$ cat config.mk
export PLATFORM = sky130hd
export DESIGN_NAME = systolic_skew_feeder
export DESIGN_NICKNAME = d
export VERILOG_FILES = /design/src/rtl/systolic_skew_feeder.sv
export SDC_FILE = /design/constraint.sdc
export NUM_CORES = 1
export LEC_CHECK = 0
export BUFFER_PORTS_ARGS = -buffer_cell sky130_fd_sc_hd__buf_2
export CORE_MARGIN = 3
export CORE_UTILIZATION = 29
export CTS_BUF_LIST = sky130_fd_sc_hd__clkbuf_8
export DETAILED_ROUTE_END_ITERATION = 10
export PLACE_DENSITY = 0.43
export SETUP_SLACK_MARGIN = 0.02
export SYNTH_ARGS = -nofsm -noshare
export SYNTH_HDL_FRONTEND = slang
export SYNTH_SLANG_ARGS = --single-unit
$ cat constraint.sdc
create_clock -name clk -period 22.7 [get_ports clk]
set_input_delay 0 -clock clk [delete_from_list [all_inputs] [get_ports clk]]
set_output_delay 0 -clock clk [all_outputs]
set_load 0.05 [all_outputs]
$ cat src/rtl/systolic_skew_feeder.sv
// Operand staging buffer for one edge of a systolic array: holds a DIMxDIM tile written
// a row per cycle and streams it diagonally skewed, driving the array enable for the pass.
module systolic_skew_feeder #(
    parameter int BITS_AB   = 8,
    parameter int DIM       = 8,
    parameter bit TRANSPOSE = 1'b0
) (
    input  logic                     clk,
    input  logic                     rst,
    input  logic                     wr_en,
    input  logic [$clog2(DIM)-1:0]   wr_row,
    input  logic [DIM*BITS_AB-1:0]   wr_data,
    input  logic                     start,
    input  logic                     stall,
    output logic [DIM*BITS_AB-1:0]   lane_out,
    output logic                     arr_en,
    output logic                     busy,
    output logic                     done,
    output logic                     wr_err
);

    localparam int ROW_W    = $clog2(DIM);
    localparam int PASS_LEN = 3 * DIM - 2;
    localparam int CNT_W    = $clog2(PASS_LEN);
    localparam logic [CNT_W-1:0] LAST_T = CNT_W'(PASS_LEN - 1);

    typedef enum logic [1:0] {
        IDLE   = 2'd0,
        STREAM = 2'd1,
        DONE   = 2'd2
    } state_t;

    state_t             state;
    state_t             state_nxt;
    logic [CNT_W-1:0]   cnt;
    logic [CNT_W-1:0]   cnt_nxt;
    logic               row_ok;
    logic               wr_ok;
    logic               err_set;
    logic [BITS_AB-1:0] tile [DIM][DIM];

    // Only meaningful when DIM is not a power of two; otherwise every row index is legal.
    assign row_ok = (int'(wr_row) < DIM);

    always_comb begin
        // NOTE: every combinational output gets a default first so no path can infer a latch.
        state_nxt = state;
        cnt_nxt   = cnt;
        busy      = 1'b0;
        done      = 1'b0;
        arr_en    = 1'b0;
        wr_ok     = 1'b0;
        err_set   = 1'b0;
        case (state)
            IDLE: begin
                wr_ok   = wr_en && row_ok;
                err_set = wr_en && !row_ok;
                if (start) begin
                    state_nxt = STREAM;
                    cnt_nxt   = '0;
                end
            end
            STREAM: begin
                busy    = 1'b1;
                arr_en  = !stall;
                err_set = wr_en || start;
                if (!stall) begin
                    if (cnt == LAST_T) begin
                        state_nxt = DONE;
                        cnt_nxt   = '0;
                    end else begin
                        cnt_nxt = cnt + 1'b1;
                    end
                end
            end
            DONE: begin
                // Writes behave as in IDLE here; start is dropped without flagging.
                done      = 1'b1;
                wr_ok     = wr_en && row_ok;
                err_set   = wr_en && !row_ok;
                state_nxt = IDLE;
            end
            default: begin
                state_nxt = IDLE;
                cnt_nxt   = '0;
            end
        endcase
    end

    // NOTE: sequential state uses non-blocking assignments so all registers update together.
    always_ff @(posedge clk or posedge rst) begin
        if (rst) begin
            state  <= IDLE;
            cnt    <= '0;
            wr_err <= 1'b0;
        end else begin
            state  <= state_nxt;
            cnt    <= cnt_nxt;
            if (err_set) begin
                wr_err <= 1'b1;
            end
        end
    end

    // NOTE: the tile is a register array, not a RAM, so it is cleared by reset and a
    // stream without a reload after reset yields zeros.
    always_ff @(posedge clk or posedge rst) begin
        if (rst) begin
            for (int r = 0; r < DIM; r++) begin
                for (int c = 0; c < DIM; c++) begin
                    tile[r][c] <= '0;
                end
            end
        end else if (wr_ok) begin
            for (int c = 0; c < DIM; c++) begin
                tile[wr_row][c] <= wr_data[c*BITS_AB +: BITS_AB];
            end
        end
    end

    // Lane i shows diagonal element t-i; the extra diff bit keeps the window test exact.
    for (genvar i = 0; i < DIM; i++) begin : g_lane
        localparam logic [CNT_W-1:0] LANE_T = CNT_W'(i);
        logic [CNT_W:0]     diff;
        logic               in_win;
        logic [ROW_W-1:0]   k;
        logic [BITS_AB-1:0] lane_val;

        assign diff     = {1'b0, cnt} - {1'b0, LANE_T};
        assign in_win   = (cnt >= LANE_T) && (diff < (CNT_W+1)'(DIM));
        assign k        = diff[ROW_W-1:0];
        assign lane_val = (state == STREAM && in_win)
                        ? (TRANSPOSE ? tile[k][i] : tile[i][k])
                        : '0;
        assign lane_out[i*BITS_AB +: BITS_AB] = lane_val;
    end

endmodule

Word level (Yosys, flattened, before mapping)
Index checks and enable logic that the tools add are counted.
- bits of input ports: 72
- output and inout port bits: 68
- flip-flop bits (word level): 520
- word-level logic and storage cells: 209
- $lt $le $gt $ge: 26
- equality and inequality tests: 6
- $add $sub $neg: 8
- reduce and logical (&&, ||, !) cells: 23
- multiplexer cells: 69
- bitwise gates (word level): 10
- operators with widths (cell ; number):
    $bwmux 512 ; 8
    $demux 64 s3 ; 8
    $mux 8 ; 25
    $bmux 8 s3 ; 8
    $mux 64 ; 1
    $mux 56 ; 1
    $mux 48 ; 1
    $lt 6x4->1 const B ; 7
    $mux 40 ; 1
    $ge 4x4->1 const B ; 9
    $not 3->4 ; 9
    $mux 32 ; 1
    $mux 24 ; 1
    $sub 5x3->6 const B ; 4
    $ge 5x3->1 const B ; 4
    $logic_and 1x1->1 ; 17
    $mux 16 ; 1
    $mux 5 ; 3
    $pmux 5 s3 ; 1
    $sub 5x2->6 const B ; 2
    $ge 5x1->1 const B ; 2
    $ge 5x2->1 const B ; 2
    $mux 2 ; 3
    $ne 2x2->1 const B ; 3
    other kinds (15) ; 20

Longest topological paths before layout
Gate-level depths: netlist of run 1.
- depth after elaboration: 13
- gate-level depth with buffers: 10
- gate-level depth less buffers: 6

Least setup slack after synthesis of run 1
No wires, ideal clock.
- path kind: reg-to-output
- start: reg cnt[2]
- end: out lane_out[20]
- stages on the path, launching flop included: 9
- slack: 19.376 ns
- buffers on the path: 4
- data arrival time: 3.324 ns
- cells stage by stage: dfrtp_1 > buf_2 > clkinv_1 > clkbuf_1 > ha_1 > buf_1 > buf_2 > mux2i_1 > nor3_1
- cells in the longest elaborated chain, start to end: 6
- RTL lines (what ; RTL line ; text):
    start, declared ; 35 ; logic [CNT_W-1:0] cnt;
    start signal, assigned ; 98 ; cnt <= cnt_nxt;
    parallel branches: the longest is 5 deep, another holds $sub 5x2->6 ; - ;
    $mux 8 (*) ; 133 ; ? (TRANSPOSE ? tile[k][i] : tile[i][k])
    end, declared ; 15 ; output logic [DIM*BITS_AB-1:0] lane_out,
Every way passes the cells marked *. The select of a mux whose other input is x is not followed.

Worst setup path in the final report of run 1
- start: reg cnt[1]
- end: out lane_out[45]
- cells in the longest elaborated chain, start to end: 6
- RTL lines (what ; RTL line):
    parallel branches: the longest is 5 deep, another holds $sub 5x3->6 ; -
    $mux 8 (*) ; 133
Marks and branches as above.

==> flow_summary.yaml, run 1 <==
sta:
  hold_violations: 0
  post-route-period-util_pct: 19.9
  min_period_ns: 4.53
  fin_skew_ns: 0.0308
  rsz0062_at_grt: "false"
  clock.fmax_ghz: 0.221
  finalSetupViolCount: 0
  worst_pin_slew_ns: 1.11
  slew_violations: 0
  slew_headroom_pct: 25.5
  tns_ns: 0
global_routing:
  grt_use_total_pct: 17.4
  top_usage_layer: "met2"
  grt_use_met1_pct: 23.5
  grt_use_met2_pct: 28.7
  grt.overflow.total: 0
  grt_max_degree: 134
  grt_first_pass_wirelength_um: 110000
  antenna_found_initial: 2
  first_global_vias: 15465
  use_met3_pct: 3.00
logic_synthesis:
  ys_warn_count: 0
  synth_top_area_cell: "dfrtp_1"
  synth_fp_nets: 1611
  synth_area_leaders: "dfrtp_1, mux2_2, mux4_2"
  yosys.area_share.simple_pct: 2.80
  syn_area_per_cell_um2: 15.9
  synth_edf_count: 0
  synth-xor-area-share_pct: 0.356
  synth_compound_area_share_pct: 1.57
  syn_area_um2: 24200
  synth_cell_type_count: 55
  synth_flop_cell: "dfrtp_1"
  async_flop_share_pct: 100
  synth_seq_cells: 520
  yosysSeqAreaShare_pct: 53.7
  synthAdderAreaFrac_pct: 0.671
  post_synth_mux_area_share_pct: 37.9
  synth_top_family_by_area: "multiplexers"
  syn_inst: 1526
  netlist.area_leader.share_pct: 53.7
die:
  die_x_um: 295
  core-area_um2: 82500
  die_area_um2: 87100
  io_pins: 140
  die_h_um: 295
  rows: 105
  start_util_pct: 29.4
critical_path:
  cp_num_buf_inv: 3
  crit_chain: "inv_1 -> ha_4 -> buf_4 -> mux4_2 -> mux2i_1 -> nor3_1 -> buf_2"
  cp.required_ns: 22.70
  r2r_setup_slack_ns: 19.80
  worst-setup-path-type: "reg -> out"
  cp_slowest_cell: "dfrtp_4"
  cp-end-kind: "output port"
  reg2reg_to: "tile[275]"
  r2r.worst_path.cells: 4
  path_max_fanout: 52
  critPathArrivalTime_ns: 4.53
  cp_top_family: "buffers and inverters"
  start_kind: "flop"
  rr_startpoint: "state[0]"
  crit_path_max_incr_delay_ns: 0.81
cts:
  clkTransAtPathRegs_ns: 0.06
  postCtsHoldBufs: 71
  cts_tree: "built"
  cts.sinks: 520
  cts_setup_buffers: 0
  clock-root-buffer: "clkbuf_8"
  clk_latency_ns: 0.69
  numCtsBuffers: 94
  cts_htree_levels: 3
  cts_max_path_buffers: 3
  cts_resized: 0
status:
  status: "finished, final reports clean"
power_and_ir_drop:
  p_seq_share_pct: 37.7
  p_clk_share_pct: 24.7
  switchingPower_uw: 1290
  comb_power_share_pct: 37.6
  p_per_area_nw_per_um2: 124
  sw_frac_of_total_pct: 36.6
  max-vdd-ir-drop_v: 0.0000984
  p_leak_uw: 0.0137
  total_power_uw: 3520
  intPower_uw: 2230
place:
  hpwl_um: 48500
  gp_congestion: 0.771
  portBuffers: 139
cells_and_area:
  area_growth_syn_to_layout_pct: 17.4
  drive_above_1_share_pct: 51.7
  layout.nets: 1848
detailed_routing:
  vias_per_cell: 4.96
  wl_um: 74600
  vias: 14409
  firstDrtPassIters: 5
  drt_iter0_drc: 810
  post_drt_wl_per_cell_um: 25.7
  drc: 0
  ant_nets: 0
hold_path:
  hold_path_class: "in -> async"
flow_run:
  maxCapViolCount: 0
[state kept, by name, indices dropped and copies added, names as in the netlist]
register  count
cnt           5
state         2
tile        512
wr_err        1
[through the flow]
step | worst slack (ns) | std cells | utilization, % | cell area, um2 | hold WS (ns)
floorplan | 8.17 | 1526 | - | 24200 | 0.0735
global placement | 18.67 | 2665 | 31.4 | 25900 | 0.266
detailed placement | 18.66 | 2666 | 31.4 | 25900 | 0.265
CTS | 17.91 | 2905 | 34.5 | 28500 | 0.0529
global route | 17.89 | 2906 | 34.5 | 28500 | 0.133
finish | 18.17 | 2907 | 34.5 | 28500 | 0.0674
[cells in the final DEF, fill, tap and decap left out, drive strengths merged, types with 10 or more instances in the layout]
cell,n
clkbuf,118
buf,163
nand2,78
mux2,512
mux4,128
dlygate4sd3,71
dfrtp,520
inv,45
ha,13
nor3,27
nor2,20
a21oi,35
mux2i,32
clkinv,10
[logic make-up (layout without fill, tap and decap cells)]
kind of cell	after synthesis	after routing
mux	672	672
flops	520	520
simple gates	147	147
buf+inv	102	411
compound gates	63	63
fa+ha+maj	13	13
xor+xnor	9	9
other cells	0	2
[cell type report]
| cell class | instances | area (um2) |
|---|---|---|
| clock inverters | 50 | 235 |
| inverters | 9 | 41.3 |
| multi-input cells | 904 | 10600 |
| clock buffers | 118 | 1620 |
| well taps | 1070 | 1340 |
| flip-flops and latches | 520 | 13000 |
| fillers | 7978 | 54000 |
| repair buffers | 234 | 1610 |
| diodes | 2 | 5.00 |
[power by group through the flow]
stage	Clock, uW	Combinational, uW	Sequential (uW)
floorplan	0	941	1280
global placement	0	1320	1330
detailed placement	0	1340	1340
CTS	909	1350	1320
global route	949	1410	1360
finish	870	1320	1330
[worst min-delay path: stages]
cell           delay [ns]
dlygate4sd3_1        0.53
buf_2                0.15
inv_8                0.59
[layer usage]
metal	part of all wire, %	vias up	routed length (um)
li1	-	6151	-
met1	46	7895	34100
met2	49	274	36200
met3	3.7	89	2780
met4	2.1	0	1570
met5	0	-	0
[worst max-delay path by stage]
stage                      start           end  depth (start not counted)
after floorplan              rst        cnt[0]                          1
after global routing      cnt[1]  lane_out[45]                          7
final                     cnt[1]  lane_out[45]                          7
after detailed placement  cnt[2]  lane_out[30]                          7
after CTS                 cnt[2]  lane_out[30]                          7
after global placement    cnt[2]  lane_out[30]                          7
[cell usage after synthesis, types with 2 or more instances]
library cell	n
nor3_4	2
inv_1	7
nand3b_1	2
buf_6	20
ha_1	13
mux2i_1	32
clkbuf_1	3
mux2_2	442
nand3_1	4
mux2_4	60
and3_1	2
xnor2_1	7
a21oi_1	35
nor2b_1	3
nand2_1	78
nor3_1	25
a211oi_1	2
dfrtp_1	520
buf_1	2
mux2_1	10
o41ai_1	2
nand2b_1	4
a21boi_0	3
o21ai_0	5
o21ai_1	2
buf_2	51
nor2_1	19
a31oi_1	2
mux4_2	128
buf_4	11
buf_12	6
Note: power is estimated with default switching activity, not from simulation.
==> run 2: changes to the inputs <==
ABC_AREA = 1   (was unset)
PLACE_DENSITY = 0.44   (was 0.43)
clock period = 3.9 ns   (was 22.7 ns; I/O delays follow)
==> run 2 against run 1 <==
Compared with the run above:
- sequential power grew to 4.5 times the previous value
- via count grew 49%
- flip-flop and latch count is the same
- routed wire length grew 26%
- first-iteration DRC count grew 150%
- largest cell class unchanged
- die area grew 0.65%
- synthesized cell count grew 110%
==> flow_summary.yaml, run 2 <==
cells_and_area:
  area_growth_syn_to_layout_pct: 18.8
  drive_above_1_share_pct: 10.7
  nFillCells: 8785
  largest_register_ff_count: 512
  fin_util_pct: 35.0
  layout_common_cells: "nand2_1, dfrtp_1, nor2_1"
  layout.nets: 3385
  final_cell_count_no_fill: 4444
  layout_commonest_cell: "nand2_1"
  largest_register: "tile"
  design_area_um2: 29000
  reg_top3: "tile: 512 flops, cnt: 5 flops, state: 2 flops"
status:
  status: "finished, final reports clean"
critical_path:
  cp.required_ns: 3.90
  path_max_fanout: 43
  cp_slowest_cell: "dfrtp_4"
  cp_top_family: "flip-flops"
  worst-setup-path-type: "reg -> out"
  crit_chain: "ha_1 -> xor2_4 -> inv_4 -> nand3_1 -> nand2_1 -> nor2_1 -> buf_2"
  start_kind: "flop"
  crit_path_max_incr_delay_ns: 0.81
  cp_num_buf_inv: 2
  critPathArrivalTime_ns: 3.59
  cp-end-kind: "output port"
cts:
  clock-root-buffer: "clkbuf_8"
  cts_resized: 0
  cts_setup_buffers: 0
  cts_max_path_buffers: 3
  clk_latency_ns: 0.68
  cts_tree: "built"
  clkTransAtPathRegs_ns: 0.06
  cts.sinks: 520
  numCtsBuffers: 92
  cts_htree_levels: 3
power_and_ir_drop:
  intPower_uw: 11400
  sw_frac_of_total_pct: 48.6
  p_clk_share_pct: 23.2
  p_per_area_nw_per_um2: 762
  comb_power_share_pct: 49.8
  max-vdd-ir-drop_v: 0.000924
  switchingPower_uw: 10700
  p_seq_share_pct: 27.0
  p_leak_uw: 0.0140
logic_synthesis:
  synth_cell_type_count: 28
  synth_seq_cells: 520
  synthMostInstantiatedCell: "nand2_1"
  synth_area_leaders: "dfrtp_1, nand2_1, o21ai_0"
  ys_warn_count: 0
  synth_edf_count: 0
  syn_inst: 3157
  syn_area_um2: 24400
  ys_top_cells_by_count: "nand2_1, dfrtp_1, nor2_1, o21ai_0, nand3_1"
  syn_area_per_cell_um2: 7.73
  synth_top_area_cell: "dfrtp_1"
  synth_fp_nets: 3242
  netlist.area_leader.share_pct: 53.3
  yosysSeqAreaShare_pct: 53.3
  synth_flop_cell: "dfrtp_1"
  async_flop_share_pct: 100
detailed_routing:
  drc: 0
  vias: 21507
  drt_iter0_drc: 2005
  vias_per_cell: 4.84
  firstDrtPassIters: 6
  post_drt_wl_per_cell_um: 21.2
  wl_um: 94300
  ant_nets: 0
global_routing:
  grt_first_pass_wirelength_um: 141000
  grt_use_total_pct: 21.6
  first_global_vias: 20813
  grt.overflow.total: 0
  grt_max_degree: 129
  antenna_found_initial: 12
place:
  dp_cells: 4203
  portBuffers: 139
  gp_congestion: 0.883
  post_dp_cell_area_um2: 26400
  hpwl_um: 62400
die:
  rows: 105
  die_x_um: 296
  start_util_pct: 29.5
  die_h_um: 296
  core-area_um2: 82800
  io_pins: 140
  die_area_um2: 87700
sta:
  slew_violations: 0
  slew_headroom_pct: 39.6
  worst_pin_slew_ns: 0.903
  rsz0062_at_grt: "false"
  post-route-period-util_pct: 92.0
  hold_violations: 0
  fin_skew_ns: 0.0318
  clock.fmax_ghz: 0.279
  finalSetupViolCount: 0
  min_period_ns: 3.59
hold_path:
  hold_path_class: "in -> reg"
flow_run:
  maxCapViolCount: 0
## run 2: final timing paths
path	startpoint	end	slack [ns]	depth (start not counted)
max in group asynchronous	rst	tile[12]	2.10	6
max	cnt[0]	lane_out[61]	0.31	7
min	wr_row[2]	tile[99]	0.09	5
max reg2reg	state[0]	tile[219]	1.40	7
min in group asynchronous	rst	tile[453]	0.60	4
min reg2reg	wr_err	wr_err	0.47	1
## run 2: layer usage
layer	vias to the layer above	routed length (um)	GRT usage [%]
met2	573	41500	32.8
li1	10393	-	-
met1	10437	46100	32.2
met4	2	1720	4.77
met3	102	5000	3.43
met5	-	13	0
## run 2: cell type report
type / instances / area, um2 / share of cell area, %
flip-flops and latches: 520 / 13000 / 44.9
multi-input cells: 2294 / 9930 / 34.3
repair buffers: 258 / 2330 / 8.04
clock buffers: 119 / 1640 / 5.65
well taps: 1070 / 1340 / 4.62
inverters: 134 / 514 / 1.77
clock inverters: 42 / 205 / 0.708
diodes: 7 / 17.5 / 0.0604
## run 2: worst min-delay path: cells and delay by family
kind                   cells  cell delay, ns
AOI/OAI and AO/OA          1            0.05
buffers and inverters      2            0.37
and+or+nand+nor            2            0.26
## run 2: repair_timing
| action | CTS | global route |
|---|---|---|
| endpoints found under the setup margin | 0 | 0 |
| hold buffers | 73 | 0 |
| endpoints found under the hold margin | 567 | 0 |
## run 2: metrics by stage
| step | TNS [ns] | power (uW) | worst slack [ns] | hold WS [ns] |
|---|---|---|---|---|
| 2_1_floorplan | -1645.40 | 12700 | -3.16 | 0.167 |
| 3_3_place_gp | 0 | 17200 | 0.928 | 0.191 |
| 4_1_cts | 0 | 22300 | 0.220 | 0.0356 |
| 6_report | 0 | 22100 | 0.310 | 0.0894 |
| 5_1_grt | 0 | 23400 | 0.0690 | 0.124 |
| 3_5_place_dp | 0 | 17100 | 0.991 | 0.184 |
## run 2: cell families after synthesis
kind of cell,count (synthesis),synth area share (%)
AOI/OAI and AO/OA,631,13.0
DFF,520,53.3
xor gates and xnor gates,3,0.261
adders and majority gates,13,0.666
buffers and inverters,343,6.08
and+or+nand+nor,1647,26.7
## run 2: power groups by stage
stage               clock network (uW)  logic, uW  registers, uW
floorplan                            0       6800           5900
global placement                     0      11100           6040
detailed placement                   0      11000           6040
CTS                               5280      11100           5950
global route                      5530      11900           5990
finish                            5120      11000           5950
